### src/rtl/health_pkg.sv
// Shared definitions for the health manager and the health-bar display.
package health_pkg;

   localparam int HEALTH_W = 4;
   localparam logic [HEALTH_W-1:0] DEFAULT_HEALTH = 4'd3;

   typedef enum logic [1:0] {
      ALIVE  = 2'd0,
      INVULN = 2'd1,
      DEAD   = 2'd2
   } state_t;

endpackage

### src/rtl/invuln_timer.sv
// Post-hit invulnerability down-counter with a frame-tick blink divider.
module invuln_timer #(
   parameter int INVULN_FRAMES = 60,
   parameter int BLINK_FRAMES  = 8
) (
   input  logic clk,
   input  logic rst,
   input  logic load,
   input  logic clear,
   input  logic tick,
   output logic done,
   output logic blink
);

   localparam int CW = $clog2(INVULN_FRAMES + 1);
   localparam int BW = $clog2(BLINK_FRAMES + 1);
   localparam logic [CW-1:0] LOAD_VAL  = CW'(INVULN_FRAMES);
   localparam logic [BW-1:0] BLINK_TOP = BW'(BLINK_FRAMES - 1);

   logic [CW-1:0] count;
   logic [BW-1:0] blink_count;

   // Load and clear win over tick, so a tick in the loading cycle is not counted.
   assign done = tick && !load && !clear && (count == CW'(1));

   // NOTE: non-blocking assignments so every flop samples pre-edge values.
   always_ff @(posedge clk or negedge rst) begin
      if (!rst) begin
         count       <= '0;
         blink_count <= '0;
         blink       <= 1'b0;
      end else if (clear) begin
         count       <= '0;
         blink_count <= '0;
         blink       <= 1'b0;
      end else if (load) begin
         count       <= LOAD_VAL;
         blink_count <= '0;
         blink       <= 1'b1;
      end else if (tick && count != '0) begin
         count <= count - CW'(1);
         if (count == CW'(1)) begin
            blink_count <= '0;
            blink       <= 1'b0;
         end else if (blink_count == BLINK_TOP) begin
            blink_count <= '0;
            blink       <= ~blink;
         end else begin
            blink_count <= blink_count + BW'(1);
         end
      end
   end

endmodule

### src/rtl/health_manager.sv
// Player health FSM: damage, healing, post-hit invulnerability and game over.
module health_manager
   import health_pkg::*;
#(
   parameter int MAX_HEALTH    = int'(DEFAULT_HEALTH),
   parameter int INVULN_FRAMES = 60,
   parameter int BLINK_FRAMES  = 8
) (
   input  logic                clk,
   input  logic                rst,
   input  logic                frame_tick,
   input  logic                hit,
   input  logic                heal,
   input  logic                restart,
   output logic [HEALTH_W-1:0] present_health,
   output logic                invulnerable,
   output logic                blink,
   output logic                game_over,
   output logic                damage_taken
);

   localparam logic [HEALTH_W-1:0] MAX_H = HEALTH_W'(MAX_HEALTH);

   state_t state;
   logic   timer_load;
   logic   timer_tick;
   logic   timer_done;

   assign timer_load = (state == ALIVE) && hit && !restart && (present_health > HEALTH_W'(1));
   assign timer_tick = (state == INVULN) && frame_tick;

   invuln_timer #(
      .INVULN_FRAMES (INVULN_FRAMES),
      .BLINK_FRAMES  (BLINK_FRAMES)
   ) u_timer (
      .clk   (clk),
      .rst   (rst),
      .load  (timer_load),
      .clear (restart),
      .tick  (timer_tick),
      .done  (timer_done),
      .blink (blink)
   );

   always_ff @(posedge clk or negedge rst) begin
      if (!rst) begin
         state          <= ALIVE;
         present_health <= MAX_H;
         invulnerable   <= 1'b0;
         game_over      <= 1'b0;
         damage_taken   <= 1'b0;
      end else begin
         damage_taken <= 1'b0;
         if (restart) begin
            state          <= ALIVE;
            present_health <= MAX_H;
            invulnerable   <= 1'b0;
            game_over      <= 1'b0;
         end else begin
            case (state)
               ALIVE: begin
                  // A hit discards any heal in the same cycle.
                  if (hit) begin
                     damage_taken <= 1'b1;
                     if (present_health > HEALTH_W'(1)) begin
                        present_health <= present_health - HEALTH_W'(1);
                        state          <= INVULN;
                        invulnerable   <= 1'b1;
                     end else begin
                        present_health <= '0;
                        state          <= DEAD;
                        game_over      <= 1'b1;
                     end
                  end else if (heal && present_health < MAX_H) begin
                     present_health <= present_health + HEALTH_W'(1);
                  end
               end
               INVULN: begin
                  if (heal && present_health < MAX_H)
                     present_health <= present_health + HEALTH_W'(1);
                  if (timer_done) begin
                     state        <= ALIVE;
                     invulnerable <= 1'b0;
                  end
               end
               DEAD: begin
                  present_health <= '0;
               end
               default: begin
                  state          <= ALIVE;
                  present_health <= MAX_H;
                  invulnerable   <= 1'b0;
                  game_over      <= 1'b0;
               end
            endcase
         end
      end
   end

endmodule

### config.mk
export PLATFORM = sky130hd
export DESIGN_NAME = health_manager
export DESIGN_NICKNAME = d
export VERILOG_FILES = /design/src/rtl/health_pkg.sv /design/src/rtl/invuln_timer.sv /design/src/rtl/health_manager.sv
export SDC_FILE = /design/constraint.sdc
export NUM_CORES = 1
export LEC_CHECK = 0
export ABC_AREA = 1
export BUFFER_PORTS_ARGS = -buffer_cell sky130_fd_sc_hd__buf_2
export CAP_MARGIN = 20
export CORE_MARGIN = 1.5
export CORE_UTILIZATION = 30
export DETAILED_ROUTE_END_ITERATION = 6
export MAX_ROUTING_LAYER = met4
export PLACE_DENSITY_LB_ADDON = 0.05
export SLEW_MARGIN = 15
export SYNTH_ARGS = -nofsm -noshare
export SYNTH_HDL_FRONTEND = slang
export SYNTH_SLANG_ARGS = --single-unit
### constraint.sdc
create_clock -name clk -period 1.7 [get_ports clk]
set_input_delay 0.17 -clock clk [delete_from_list [all_inputs] [get_ports clk]]
set_output_delay 0.17 -clock clk [all_outputs]
set_load 0.01 [all_outputs]
==> flow_summary.yaml <==
outcome:
  status: "complete, no violations"
cts:
  h-tree-depth: 1
  cts.sinks: 20
  tritoncts: "yes"
  cts-buffers-inserted: 3
  clock_path_buffers: 2
  clockRootBuffer: "clkbuf_8"
  path_clk_slew_ns: 0.08
  worst_skew_pair.late_latency_ns: 0.26
die:
  dieArea_sq_mm: 0.00482
  die_w_microns: 69.4
  core-area_sq_mm: 0.00412
  io_pins: 14
  start_util: 0.322
  die_h_microns: 69.4
  num_rows: 23
min_path:
  holdPathEnd: "damage_taken$_DFF_PN0_"
  hp-class: "in -> reg"
  hold_start: "restart"
  hold_depth: 2
cells_and_area:
  diodes: 0
  multi_input_area_sq_um: 742
  instances_no_fill: 254
  fillers: 440
  register_area_sq_um: 503
  utilization: 0.404
  drive_gt1_frac: 0.299
  fin_nets: 221
  design_area_sq_mm: 0.00166
  syn2layout_area_growth_pct: 25.6
critical_path:
  cp_top_family: "flip-flops"
  r2r_end: "u_timer.blink_count[3]$_DFFE_PN0P_"
  worstPathArrival_ns: 1.79
  critPathMaxFanout: 6
  r2r_start: "present_health[0]$_DFF_PN1_"
  cp-startpoint: "present_health[0]$_DFF_PN1_"
  reg2reg_slack_ns: 0.09
  critical_path_buf_inv_count: 2
  r2r_cells: 10
  crit_path_end_kind: "flop"
  cp-start-kind: "flop"
  critPathRequiredTime_ns: 1.88
  cp_slowest_cell: "dfstp_2"
  slowest_delay_ns: 0.57
  critical_path_class: "reg -> reg"
  worstPathCellList: "ha_2, inv_2, nand2_2, nand2_2, nand2_4, nand2_4, nor2_4, buf_4, nand2_1, o21ai_0"
synthesis:
  yosysTopAreaCell: "dfrtp_1"
  synth_top_family_by_area: "simple AND/OR/NAND/NOR gates"
  synth-simple-area-share: 0.290
  yosysMostFrequentCell: "nand2_1"
  ys_seq_elements: 20
  synth-main-ff-cell: "dfrtp_1"
  synth_edf_count: 0
  avgSynthCellArea_sq_um: 7.70
  netlist_area_sq_mm: 0.00132
  synth_mux_area_frac: 0
  synth_commonest_cells: "nand2_1 (38), inv_1 (27), dfrtp_1 (18)"
  syn_inst: 172
  synth_nets: 188
  synthAdderAreaFrac: 0.0945
  synth.top_cells.by_area: "dfrtp_1 (34%), nand2_1 (11%), ha_1 (9.5%)"
  ys_seq_area_frac: 0.380
  synth_warnings: 0
  ys_types: 24
  synth_top_area_share: 0.340
  synth_compound_area_frac: 0.133
  synth_xor_area_frac: 0.0132
  async_reset_ff_frac: 1.00
detailed_routing:
  dr.pass1.iters: 4
  ant_nets: 0
  vias: 1192
  vias_per_cell: 4.69
  post_drt_wl_per_cell_microns: 12.5
  drt_iter0_drc: 54
  drc: 0
  wirelength_microns: 3190
placement:
  dp_cells: 244
  place_ws_ns: -0.0169
  post-dp-hpwl_microns: 2390
  portBuffers: 13
  dpl_cell_area_sq_mm: 0.00152
  place.gp.congestion: 0.766
timing:
  hold_ws_ns: 0.176
  worst_clock_skew_ns: 0.00341
  setup-violations-final: 0
  finalHoldViolCount: 0
  fmax_mhz: 620
  worst_slack_ns: 0.0859
  slew_headroom: 0.670
  rsz0062_at_grt: "true"
  finalCritPeriodShare: 0.949
  setup_tns_ns: 0
  max_slew.worst_pin.slew_ns: 0.495
  slew_violations: 0
  period_minus_slack_ns: 1.61
pwr:
  p_per_area_mw_per_mm2: 1640
  power.total_mw: 2.73
  ir_drop_mv: 0.539
  leakagePower_nw: 0.868
global_routing:
  grt_pass1_wl_microns: 5300
  grt_max_degree: 21
  overflow: 0
  grt.total_usage: 0.140
  grt_use_met1: 0.196
  antenna_found_initial: 0
  met2_usage: 0.210
  grt_pass1_vias: 1139
  met3_usage: 0.0174
  top_usage_layer: "met2"
flow_run:
  max-cap-violations: 0
-- state kept, by name, indices dropped and copies added, names as in the netlist --
register	cells
u_timer.blink_count	4
state	2
present_health	4
u_timer.count	6
damage_taken	1
u_timer.blink	1
game_over	1
invulnerable	1
-- repair_timing --
action                                  CTS  global route
buffers inserted                          0             5
hold buffers                              1             0
pin swaps                                 0             7
hold endpoints to repair                 18             0
resized for setup                         2            13
endpoints found under the setup margin    3            17
-- cells in the final DEF (no fill, tap or decap), drive strengths merged --
cell type,n
nand2,44
inv,30
buf,28
o21ai,19
dfrtp,18
nand3,15
nor2,14
ha,10
a21oi,5
clkbuf,4
nand4,3
o211ai,2
o311ai,2
a31oi,2
xor2,2
dfstp,2
nor3,2
nor3b,1
dlygate4sd3,1
-- metal layers --
layer / wire (microns) / vias to the layer above / part of all wire
li1: - / 625 / -
met1: 1650 / 552 / 0.52
met2: 1440 / 13 / 0.45
met3: 65 / 2 / 0.020
met4: 27 / 0 / 0.0085
met5: 0 / - / 0
-- power breakdown --
part           internal, mW  total [mW]  leakage, nW  switching [mW]
registers             0.662       0.796        0.260           0.133
logic                 0.638        1.56        0.579           0.920
clock network         0.206       0.376       0.0288           0.170
total                  1.51        2.73        0.868            1.22
-- area by class of cell --
cell class	count	area share
Inverter	30	0.0677
Multi-Input combinational cell	121	0.446
Sequential cell	20	0.302
Clock buffer	4	0.0331
Timing Repair Buffer	29	0.113
Tap cell	50	0.0376
-- worst max path at each step --
stage                                          to  slack, ns  depth (start not counted)
2_1_floorplan           u_timer.blink$_DFFE_PN0P_       0.12                         10
3_3_place_gp                game_over$_DFFE_PN0P_       0.03                         10
3_5_place_dp          present_health[3]$_DFF_PN0_      -0.02                          9
4_1_cts               present_health[3]$_DFF_PN0_       0.01                          9
5_1_grt                 u_timer.blink$_DFFE_PN0P_      -0.04                         11
6_report       u_timer.blink_count[3]$_DFFE_PN0P_       0.09                         10
-- cell families after synthesis --
kind of cell,Yosys count
AO/OA/AOI/OAI,30
XOR/XNOR,2
adder cells (fa/ha/maj),10
buffers and inverters,31
flip-flops,20
AND/OR/NAND/NOR,79
Power figures use the tool's default switching activity.
